===== src/rtl/irq_pkg.sv =====
`default_nettype none
// ============================================================================
// Module      : irq_pkg
// Description : Shared definitions for the interrupt request latch front-end.
//               Holds default sizing constants and the grant FSM state type.
// Revision    : 1.0 - initial release
// ============================================================================
package irq_pkg;

    localparam int N_DEF     = 8;
    localparam int IDX_W_DEF = 3;

    // Grant FSM states; code 2'd3 is unused and decodes to IDLE.
    typedef enum logic [1:0] {
        IDLE  = 2'd0,
        ARMED = 2'd1,
        GAP   = 2'd2
    } irq_state_t;

endpackage
`default_nettype wire


===== src/rtl/irq_sync_edge.sv =====
`default_nettype none
// ============================================================================
// Module      : irq_sync_edge
// Description : SYNC_STAGES-deep synchroniser for one asynchronous request
//               line, followed by a rising-edge detector.
// Ports       : clk    - clock
//               rst    - asynchronous active-high reset
//               i_irq  - raw request line, asynchronous to clk
//               o_rise - one-cycle pulse on a synchronised 0->1 transition
// Revision    : 1.0 - initial release
// ============================================================================
module irq_sync_edge #(
    parameter int SYNC_STAGES = 2
) (
    input  logic clk,
    input  logic rst,
    input  logic i_irq,
    output logic o_rise
);

    logic [SYNC_STAGES-1:0] r_sync;
    logic                   r_prev;

    // r_prev resets to 0 so a line held high through reset yields one edge
    // once the synchroniser fills after release.
    always_ff @(posedge clk or posedge rst) begin
        if (rst) begin
            r_sync <= '0;
            r_prev <= 1'b0;
        end else begin
            r_sync <= {r_sync[SYNC_STAGES-2:0], i_irq};
            r_prev <= r_sync[SYNC_STAGES-1];
        end
    end

    assign o_rise = r_sync[SYNC_STAGES-1] & ~r_prev;

endmodule
`default_nettype wire


===== src/rtl/irq_req_latch.sv =====
`default_nettype none
// ============================================================================
// Module      : irq_req_latch
// Description : Front-end for the N-input priority encoder. Synchronises
//               request lines, latches rising edges into sticky pending bits,
//               applies a writable mask and sequences the encoder enable
//               with a one-cycle gap between grants.
// Ports       : clk, rst            - clock, asynchronous active-high reset
//               irq_in[N]           - raw request lines (async)
//               mask_wr, mask_din   - mask register write (1 = line enabled)
//               ack_valid, ack_idx  - consumer acknowledge of serviced index
//               req_out[N]          - pending & mask, encoder input a
//               req_en              - encoder enable, high only in ARMED
//               pend_out[N]         - raw pending register
//               ovf_out[N]          - sticky overflow flags
// Config      : IRQ_LATCH_OVF_EN - when defined, ovf flops are built;
//               otherwise ovf_out is tied to zero.
// Revision    : 1.0 - initial release
// ============================================================================
module irq_req_latch
    import irq_pkg::*;
#(
    parameter int N           = N_DEF,
    parameter int IDX_W       = IDX_W_DEF,
    parameter int SYNC_STAGES = 2
) (
    input  logic             clk,
    input  logic             rst,
    input  logic [N-1:0]     irq_in,
    input  logic             mask_wr,
    input  logic [N-1:0]     mask_din,
    input  logic             ack_valid,
    input  logic [IDX_W-1:0] ack_idx,
    output logic [N-1:0]     req_out,
    output logic             req_en,
    output logic [N-1:0]     pend_out,
    output logic [N-1:0]     ovf_out
);

    localparam logic [IDX_W:0] c_n = (IDX_W+1)'(N);

    logic [N-1:0] w_rise;
    logic [N-1:0] w_clr;
    logic         w_ack_ok;
    logic         w_any;

    logic [N-1:0] r_mask;
    logic [N-1:0] r_pend;
    irq_state_t   r_state;
    logic         r_req_en;

    generate
        for (genvar gi = 0; gi < N; gi++) begin : g_line
            irq_sync_edge #(
                .SYNC_STAGES (SYNC_STAGES)
            ) u_sync_edge (
                .clk    (clk),
                .rst    (rst),
                .i_irq  (irq_in[gi]),
                .o_rise (w_rise[gi])
            );
        end
    endgenerate

    // Acks are honoured only while the encoder is enabled and in range.
    assign w_ack_ok = ack_valid && (r_state == ARMED) && ({1'b0, ack_idx} < c_n);
    assign w_any    = |(r_pend & r_mask);

    always_comb begin
        w_clr = '0;
        for (int i = 0; i < N; i++) begin
            if (w_ack_ok && (ack_idx == IDX_W'(i))) begin
                w_clr[i] = 1'b1;
            end
        end
    end

    always_ff @(posedge clk or posedge rst) begin
        if (rst) begin
            r_mask <= '1;
        end else if (mask_wr) begin
            r_mask <= mask_din;
        end
    end

    // OR-ing rise after the clear lets a same-cycle new edge win.
    always_ff @(posedge clk or posedge rst) begin
        if (rst) begin
            r_pend <= '0;
        end else begin
            r_pend <= (r_pend & ~w_clr) | w_rise;
        end
    end

`ifdef IRQ_LATCH_OVF_EN
    logic [N-1:0] r_ovf;

    // A re-edge on a bit being cleared this cycle is not an overflow: the
    // pending bit simply carries the new edge.
    always_ff @(posedge clk or posedge rst) begin
        if (rst) begin
            r_ovf <= '0;
        end else begin
            r_ovf <= (r_ovf & ~w_clr) | (w_rise & r_pend & ~w_clr);
        end
    end

    assign ovf_out = r_ovf;
`else
    assign ovf_out = '0;
`endif

    // req_en is registered alongside the state so it is high exactly in ARMED.
    always_ff @(posedge clk or posedge rst) begin
        if (rst) begin
            r_state  <= IDLE;
            r_req_en <= 1'b0;
        end else begin
            case (r_state)
                IDLE: begin
                    if (w_any) begin
                        r_state  <= ARMED;
                        r_req_en <= 1'b1;
                    end
                end
                ARMED: begin
                    if (w_ack_ok) begin
                        r_state  <= GAP;
                        r_req_en <= 1'b0;
                    end else if (!w_any) begin
                        r_state  <= IDLE;
                        r_req_en <= 1'b0;
                    end
                end
                GAP: begin
                    if (w_any) begin
                        r_state  <= ARMED;
                        r_req_en <= 1'b1;
                    end else begin
                        r_state  <= IDLE;
                        r_req_en <= 1'b0;
                    end
                end
                default: begin
                    r_state  <= IDLE;
                    r_req_en <= 1'b0;
                end
            endcase
        end
    end

    assign req_out  = r_pend & r_mask;
    assign req_en   = r_req_en;
    assign pend_out = r_pend;

endmodule
`default_nettype wire


===== config.mk =====
export PLATFORM = sky130hd
export DESIGN_NAME = irq_req_latch
export DESIGN_NICKNAME = d
export VERILOG_FILES = /design/src/rtl/irq_pkg.sv /design/src/rtl/irq_sync_edge.sv /design/src/rtl/irq_req_latch.sv
export SDC_FILE = /design/constraint.sdc
export NUM_CORES = 1
export LEC_CHECK = 0
export ABC_AREA = 1
export CAP_MARGIN = 20
export CORE_MARGIN = 2
export CORE_UTILIZATION = 41
export CTS_CLUSTER_DIAMETER = 120
export CTS_CLUSTER_SIZE = 30
export DETAILED_ROUTE_END_ITERATION = 10
export PLACE_DENSITY = 0.75
export RECOVER_POWER = 50
export SLEW_MARGIN = 10
export SYNTH_ARGS = -nofsm -noshare
export SYNTH_HDL_FRONTEND = slang
export SYNTH_SLANG_ARGS = --single-unit

===== constraint.sdc =====
create_clock -name clk -period 1.19 [get_ports clk]
set_clock_uncertainty 0.15 [all_clocks]
set_input_delay 0.119 -clock clk [delete_from_list [all_inputs] [get_ports clk]]
set_output_delay 0.119 -clock clk [all_outputs]
set_load 0.02 [all_outputs]

Word-level counts from Yosys, hierarchy flattened
Index checks and enable logic that the tools add are counted.
{"block": "totals", "regBits": 43, "in_bits": 23, "output_inout_bits": 25, "wordCells": 82}
{"block": "op_classes", "eq_ne": 11, "n_mux": 18, "bitwise_logic": 20, "reduce_logical": 13}
{"operator": "$and A8 B8 Y8", "count": 2}
{"operator": "$mux W1", "count": 13}
{"operator": "$eq A3 B3 Y1 const B", "count": 4}
{"operator": "$logic_and A1 B1 Y1", "count": 9}
{"operator": "$and A1 B1 Y1", "count": 8}
{"operator": "$not A1 Y1", "count": 8}
{"operator": "$not A8 Y8", "count": 1}
{"operator": "$or A8 B8 Y8", "count": 1}
{"operator": "$reduce_or A8 Y1", "count": 1}
{"operator": "$eq A3 B2 Y1 const B", "count": 2}
{"operator": "$mux W2", "count": 3}
{"operator": "$pmux W2 S3", "count": 1}
{"operator": "$eq A3 B1 Y1 const B", "count": 1}
{"operator": "$logic_not A3 Y1", "count": 1}
{"operator": "$ne A3 B3 Y1 const B", "count": 1}
{"operator": "$pmux W1 S3", "count": 1}
{"operator": "$eq A2 B1 Y1 const B", "count": 1}
{"operator": "$eq A2 B2 Y1 const B", "count": 1}
{"operator": "$logic_not A2 Y1", "count": 1}
{"operator": "$ne A2 B2 Y1 const B", "count": 1}
{"operator": "$reduce_and A2 Y1", "count": 1}

Logic depth before layout (Yosys ltp)
{"block": "logic_depth", "ltp_word": 7, "ltp_mapped": 8, "mapped_depth_nobuf": 8}

Cells and area by module
A second synthesis with hierarchy kept.
{"block": "hier_totals", "hier_cells": 156, "area_unflattened_um2": 1647.8}
{"module": "irq_req_latch", "instances": 1, "cells_each": 108, "area_each_um2": 937.1, "seq_area_each_um2": 485.5}
{"module": "irq_sync_edge", "instances": 8, "cells_each": 6, "area_each_um2": 88.8, "seq_area_each_um2": 75.1}

Worst setup path after synthesis
No wires, ideal clock.
{"block": "synth_timing", "path_kind": "register to register", "startpoint": "register r_pend[7] (netlist: pend_out[7])", "endpoint": "register r_req_en (netlist: req_en)", "setup_ns": 0.113, "t_arrival_ns": 0.934, "required_time_ns": 0.927, "setup_slack_ns": -0.007, "path_stages_with_launch": 9, "n_path_buf": 0, "period_less_slack_ns": 1.197, "cell_sequence": "dfrtp_1 nand2_1 nand2_1 nor2_1 nand2_1 nand2_1 nand2_1 nand2_1 inv_1"}
{"block": "synth_via", "elab_chain_cells": 4, "word_cells_on_any_way": 7, "cone_classes": "2 x eq/ne; 2 x mux; 1 x bitwise; 2 x reduce/logical"}
{"item": "start: declaration", "line_no": "irq_req_latch.sv:48", "rtl": "logic [N-1:0] r_pend;"}
{"item": "start signal: assignment", "line_no": "irq_req_latch.sv:91", "rtl": "r_pend <= (r_pend & ~w_clr) | w_rise;"}
{"item": "$and A8 B8 Y8 (*)", "line_no": "irq_req_latch.sv:67", "rtl": "assign w_any = |(r_pend & r_mask);"}
{"item": "$reduce_or A8 Y1 (*)", "line_no": "irq_req_latch.sv:67"}
{"item": "$mux W1 (tied with other cells)", "line_no": "irq_req_latch.sv:136", "rtl": "if (w_any) begin"}
{"item": "$pmux W1 S3 or $reduce_and A2 Y1 (tied branches)"}
{"item": "end signal: assignment", "line_no": "irq_req_latch.sv:123", "rtl": "r_req_en <= 1'b1;"}
{"item": "end signal: assignment", "line_no": "irq_req_latch.sv:138", "rtl": "r_req_en <= 1'b1;"}
{"item": "end signal: assignment", "line_no": "irq_req_latch.sv:141", "rtl": "r_req_en <= 1'b0;"}
{"item": "end: declaration", "line_no": "irq_req_latch.sv:50", "rtl": "logic r_req_en;"}
Every way passes the cells marked *; elsewhere a longest branch is shown, timed or not.
A chain may end at the register's enable or synchronous reset.

Worst setup path after layout
{"block": "layout_timing", "startpoint": "register r_mask[5]", "endpoint": "output req_out[5]"}
{"block": "layout_via", "elab_chain_cells": 1}
{"item": "start: declaration", "line_no": "irq_req_latch.sv:47", "rtl": "logic [N-1:0] r_mask;"}
{"item": "start signal: assignment", "line_no": "irq_req_latch.sv:82", "rtl": "r_mask <= mask_din;"}
{"item": "$and A8 B8 Y8", "line_no": "irq_req_latch.sv:152", "rtl": "assign req_out = r_pend & r_mask;"}
{"item": "end: declaration", "line_no": "irq_req_latch.sv:34", "rtl": "output logic [N-1:0] req_out,"}
Every way passes these cells.

==> flow_summary.html <==
<table>
<tr><th>Metric</th><th>Value</th></tr>
<tr><th colspan="2">Run status</th></tr>
<tr><td>Run status</td><td>complete, but fails checks</td></tr>
<tr><td>Failing checks</td><td>setup timing</td></tr>
<tr><th colspan="2">Worst setup path</th></tr>
<tr><td>Endpoint class of the critical path</td><td>output port</td></tr>
<tr><td>Critical path, cell by cell</td><td>nand2_2 &gt; inv_2 &gt; buf_6</td></tr>
<tr><td>Arrival time reported for the critical path endpoint</td><td>1.07 ns</td></tr>
<tr><td>Required time at the endpoint of the critical path</td><td>0.92 ns</td></tr>
<tr><td>Buffer and inverter count on the worst path</td><td>2</td></tr>
<tr><td>Highest net fanout along the worst path</td><td>2</td></tr>
<tr><td>Slowest cell delay on critical path</td><td>0.55 ns</td></tr>
<tr><td>Type of the setup path with the least slack</td><td>flop to output port</td></tr>
<tr><td>Standard cell with the maximum stage delay on the critical path</td><td>dfstp_2</td></tr>
<tr><td>Delay-heaviest family, CP</td><td>flip-flops</td></tr>
<tr><td>Critical Path Source Type</td><td>flop</td></tr>
<tr><th colspan="2">Route</th></tr>
<tr><td>Remaining antenna violation count</td><td>0</td></tr>
<tr><td>Detailed-route wire length</td><td>2.91 mm</td></tr>
<tr><td>DRC Markers</td><td>0</td></tr>
<tr><td>Routed wire length per instance</td><td>12.3 µm</td></tr>
<tr><td>DRC violation total after the first TritonRoute iteration</td><td>28</td></tr>
<tr><td>Pre-antenna DRT Iters</td><td>4</td></tr>
<tr><td>Ratio of routed vias to standard cells</td><td>4.42</td></tr>
<tr><td>Routed via count</td><td>1047</td></tr>
<tr><th colspan="2">Synth</th></tr>
<tr><td>Number of distinct library cells after synthesis</td><td>13</td></tr>
<tr><td>Flop and latch count out of synthesis</td><td>43</td></tr>
<tr><td>Combined area of all synthesized cells</td><td>1550 µm²</td></tr>
<tr><td>Fraction of the yosys area taken by sequential cells</td><td>70.0%</td></tr>
<tr><td>Share of Yosys cell area claimed by the top area cell type</td><td>56.5%</td></tr>
<tr><td>Cell taking the most area after synthesis</td><td>dfrtp_1</td></tr>
<tr><td>Mean area per synthesized cell</td><td>11.7 µm²</td></tr>
<tr><td>Biggest area contributors in the synthesized netlist</td><td>dfrtp_1 (56%), dfstp_2 (14%), inv_1 (6.3%)</td></tr>
<tr><td>Count of synthesis-stage warnings from yosys</td><td>0</td></tr>
<tr><td>Number of instances in the synthesized netlist</td><td>133</td></tr>
<tr><th colspan="2">Place</th></tr>
<tr><td>Weighted congestion at the end of routability-driven global placement</td><td>0.816</td></tr>
<tr><td>Input/output buffers</td><td>39</td></tr>
<tr><td>HPWL after DPL</td><td>2.04 mm</td></tr>
<tr><td>Cells after DPL</td><td>224</td></tr>
<tr><td>Post-place instance area</td><td>2030 µm²</td></tr>
<tr><th colspan="2">Floorplanning</th></tr>
<tr><td>Placeable core region</td><td>3660 µm²</td></tr>
<tr><td>Count of pins on the block boundary</td><td>48</td></tr>
<tr><td>Die Footprint</td><td>4290 µm²</td></tr>
<tr><td>Die Width</td><td>65.5 µm</td></tr>
<tr><td>Chip Height</td><td>65.5 µm</td></tr>
<tr><td>Row count</td><td>22</td></tr>
<tr><td>Initial cell density of the core</td><td>42.4%</td></tr>
<tr><th colspan="2">Clocking</th></tr>
<tr><td>CTS Root Cell</td><td>clkbuf_8</td></tr>
<tr><td>Number of clock sinks</td><td>43</td></tr>
<tr><td>Clock latency of the later-clocked register in the worst-skew pair</td><td>0.29 ns</td></tr>
<tr><td>Clock transition at the registers of the reported paths</td><td>0.07 ns</td></tr>
<tr><td>Cts-stage hold buffer count</td><td>0</td></tr>
<tr><td>Deepest level of the CTS H-tree</td><td>2</td></tr>
<tr><td>CTS tree</td><td>yes</td></tr>
<tr><td>Maximum clock insertion buffer count</td><td>2</td></tr>
<tr><td>Clock buffers created by TritonCTS</td><td>5</td></tr>
<tr><th colspan="2">Cells and area</th></tr>
<tr><td>Synthesis-to-finish area growth</td><td>43.7%</td></tr>
<tr><td>Proportion of layout cells with a drive suffix above 1</td><td>45.5%</td></tr>
<tr><td>Post-route design area</td><td>2230 µm²</td></tr>
<tr><td>Register Area</td><td>1090 µm²</td></tr>
<tr><td>Post-Layout Cell Count</td><td>237</td></tr>
<tr><td>Diodes inserted</td><td>0</td></tr>
<tr><td>Multi-input combinational cell area</td><td>393 µm²</td></tr>
<tr><td>Most used cells in the layout excluding fill and tap cells</td><td>dfrtp_1 (31), inv_1 (16), clkdlybuf4s50_1 (13), nand2_1 (12)</td></tr>
<tr><td>Fillers</td><td>279</td></tr>
<tr><td>Commonest non-fill, non-tap cell in the layout</td><td>dfrtp_1</td></tr>
<tr><td>Final net count</td><td>211</td></tr>
<tr><th colspan="2">GRT</th></tr>
<tr><td>Number of global-route vias before repair</td><td>1120</td></tr>
<tr><td>Global routing usage summed across all routing layers</td><td>15.7%</td></tr>
<tr><td>Initial antenna violation count</td><td>0</td></tr>
<tr><td>Global-route wire length before repair</td><td>4.89 mm</td></tr>
<tr><td>Grt total ovfl</td><td>0</td></tr>
<tr><td>Pin count of the biggest net entering global routing</td><td>44</td></tr>
<tr><th colspan="2">STA</th></tr>
<tr><td>Transition time at the pin with the least slew margin</td><td>0.552 ns</td></tr>
<tr><td>Final WS setup</td><td>-0.153 ns</td></tr>
<tr><td>Max-slew violation count</td><td>0</td></tr>
<tr><td>Final count of hold timing violations</td><td>0</td></tr>
<tr><td>Fraction of the cycle the final worst path needs</td><td>113%</td></tr>
<tr><td>Max Fclk</td><td>744 MHz</td></tr>
<tr><td>Final setup violation count</td><td>18</td></tr>
<tr><td>Worst-case headroom to the max-slew limit</td><td>63.2%</td></tr>
<tr><td>Minimum period implied by the final worst setup slack</td><td>1.34 ns</td></tr>
<tr><td>RSZ-0062 raised after global routing</td><td>yes</td></tr>
<tr><th colspan="2">Hold path</th></tr>
<tr><td>Type of the worst min-delay path</td><td>flop to flop</td></tr>
<tr><th colspan="2">Pwr</th></tr>
<tr><td>Power per unit of standard cell area</td><td>1630 nW/µm²</td></tr>
<tr><td>Peak supply drop</td><td>0.00101 V</td></tr>
<tr><td>LEAKAGE</td><td>1.06 nW</td></tr>
<tr><th colspan="2">Job</th></tr>
<tr><td>Maximum capacitance violations</td><td>0</td></tr>
</table>
==> Yosys cell counts <==
library cell,number
buf_2,1
buf_4,8
conb_1,1
dfrtp_1,35
dfstp_2,8
inv_1,26
mux2_2,8
nand2_1,23
nand2_2,3
nor2_1,2
nor2_4,1
o21ai_0,1
o21ai_1,16
==> layout make-up <==
| cell class | count | share of cell area (%) |
|---|---|---|
| Inverter | 26 | 4.55 |
| Tap cell | 48 | 2.69 |
| Clock buffer | 6 | 3.25 |
| Timing Repair Buffer | 50 | 20.3 |
| Multi-Input combinational cell | 62 | 17.6 |
| Clock inverter | 2 | 2.69 |
| Sequential cell | 43 | 48.9 |
==> final timing paths <==
path	from	depth (start not counted)	slack [ns]	endpoint
max	r_mask[5]	3	-0.15	req_out[5]
max reg2reg	r_mask[2]	9	-0.14	req_en
min	g_line[7].u_sync_edge.r_sync[0]	0	0.20	g_line[7].u_sync_edge.r_sync[1]
max in group asynchronous	rst	3	0.15	pend_out[3]
min in group asynchronous	rst	3	0.33	g_line[7].u_sync_edge.r_sync[0]
min reg2reg	g_line[7].u_sync_edge.r_sync[0]	0	0.20	g_line[7].u_sync_edge.r_sync[1]
==> flip-flops by register name, summed over array words and instances (netlist names) <==
signal,count
r_mask,8
r_state,2
pend_out,8
g_line.u_sync_edge.r_sync,16
req_en,1
g_line.u_sync_edge.r_prev,8
==> metal layers <==
| metal | up-vias | track usage, % | part of all wire [%] |
|---|---|---|---|
| li1 | 494 | - | - |
| met1 | 496 | 16.1 | 37 |
| met2 | 44 | 27.7 | 53 |
| met3 | 13 | 5.48 | 6.4 |
| met4 | 0 | 8.85 | 3.7 |
| met5 | - | 0 | 0 |
==> power breakdown <==
part	internal [mW]	leakage [nW]	switching [mW]
logic	0.304	0.526	0.355
clock network	0.838	0.0654	0.465
registers	1.60	0.472	0.0765
==> cell families (layout without fill, tap and decap cells) <==
logic type,after synthesis,in the layout,share of synthesized area (%)
other,1,8,0.242
buffers and inverters,35,84,10.5
DFF,43,43,70.0
AOI/OAI and AO/OA,17,17,5.48
and+or+nand+nor,29,29,7.98
muxes,8,8,5.81
==> per-stage QoR <==
step           utilization (%)  total power [mW]  worst slack [ns]  setup TNS, ns  hold slack, ns
2_1_floorplan                -              2.00          0.000379              0         -0.0362
5_1_grt                   60.9              3.80            -0.190          -2.70           0.211
6_report                  60.9              3.64            -0.153          -1.62           0.203
4_1_cts                   60.0              3.65            -0.155          -1.56          0.0652
3_3_place_gp              55.4              2.26            -0.293          -4.93           0.182
3_5_place_dp              55.4              2.30            -0.341          -5.48           0.189
==> what timing repair did <==
item | 4_1_cts | 5_1_grt
pin swaps | 7 | 4
setup buffers | 2 | 3
setup endpoints to repair | 27 | 22
gates resized for setup | 107 | 9
No activity file was read; power rests on OpenSTA's default activity.
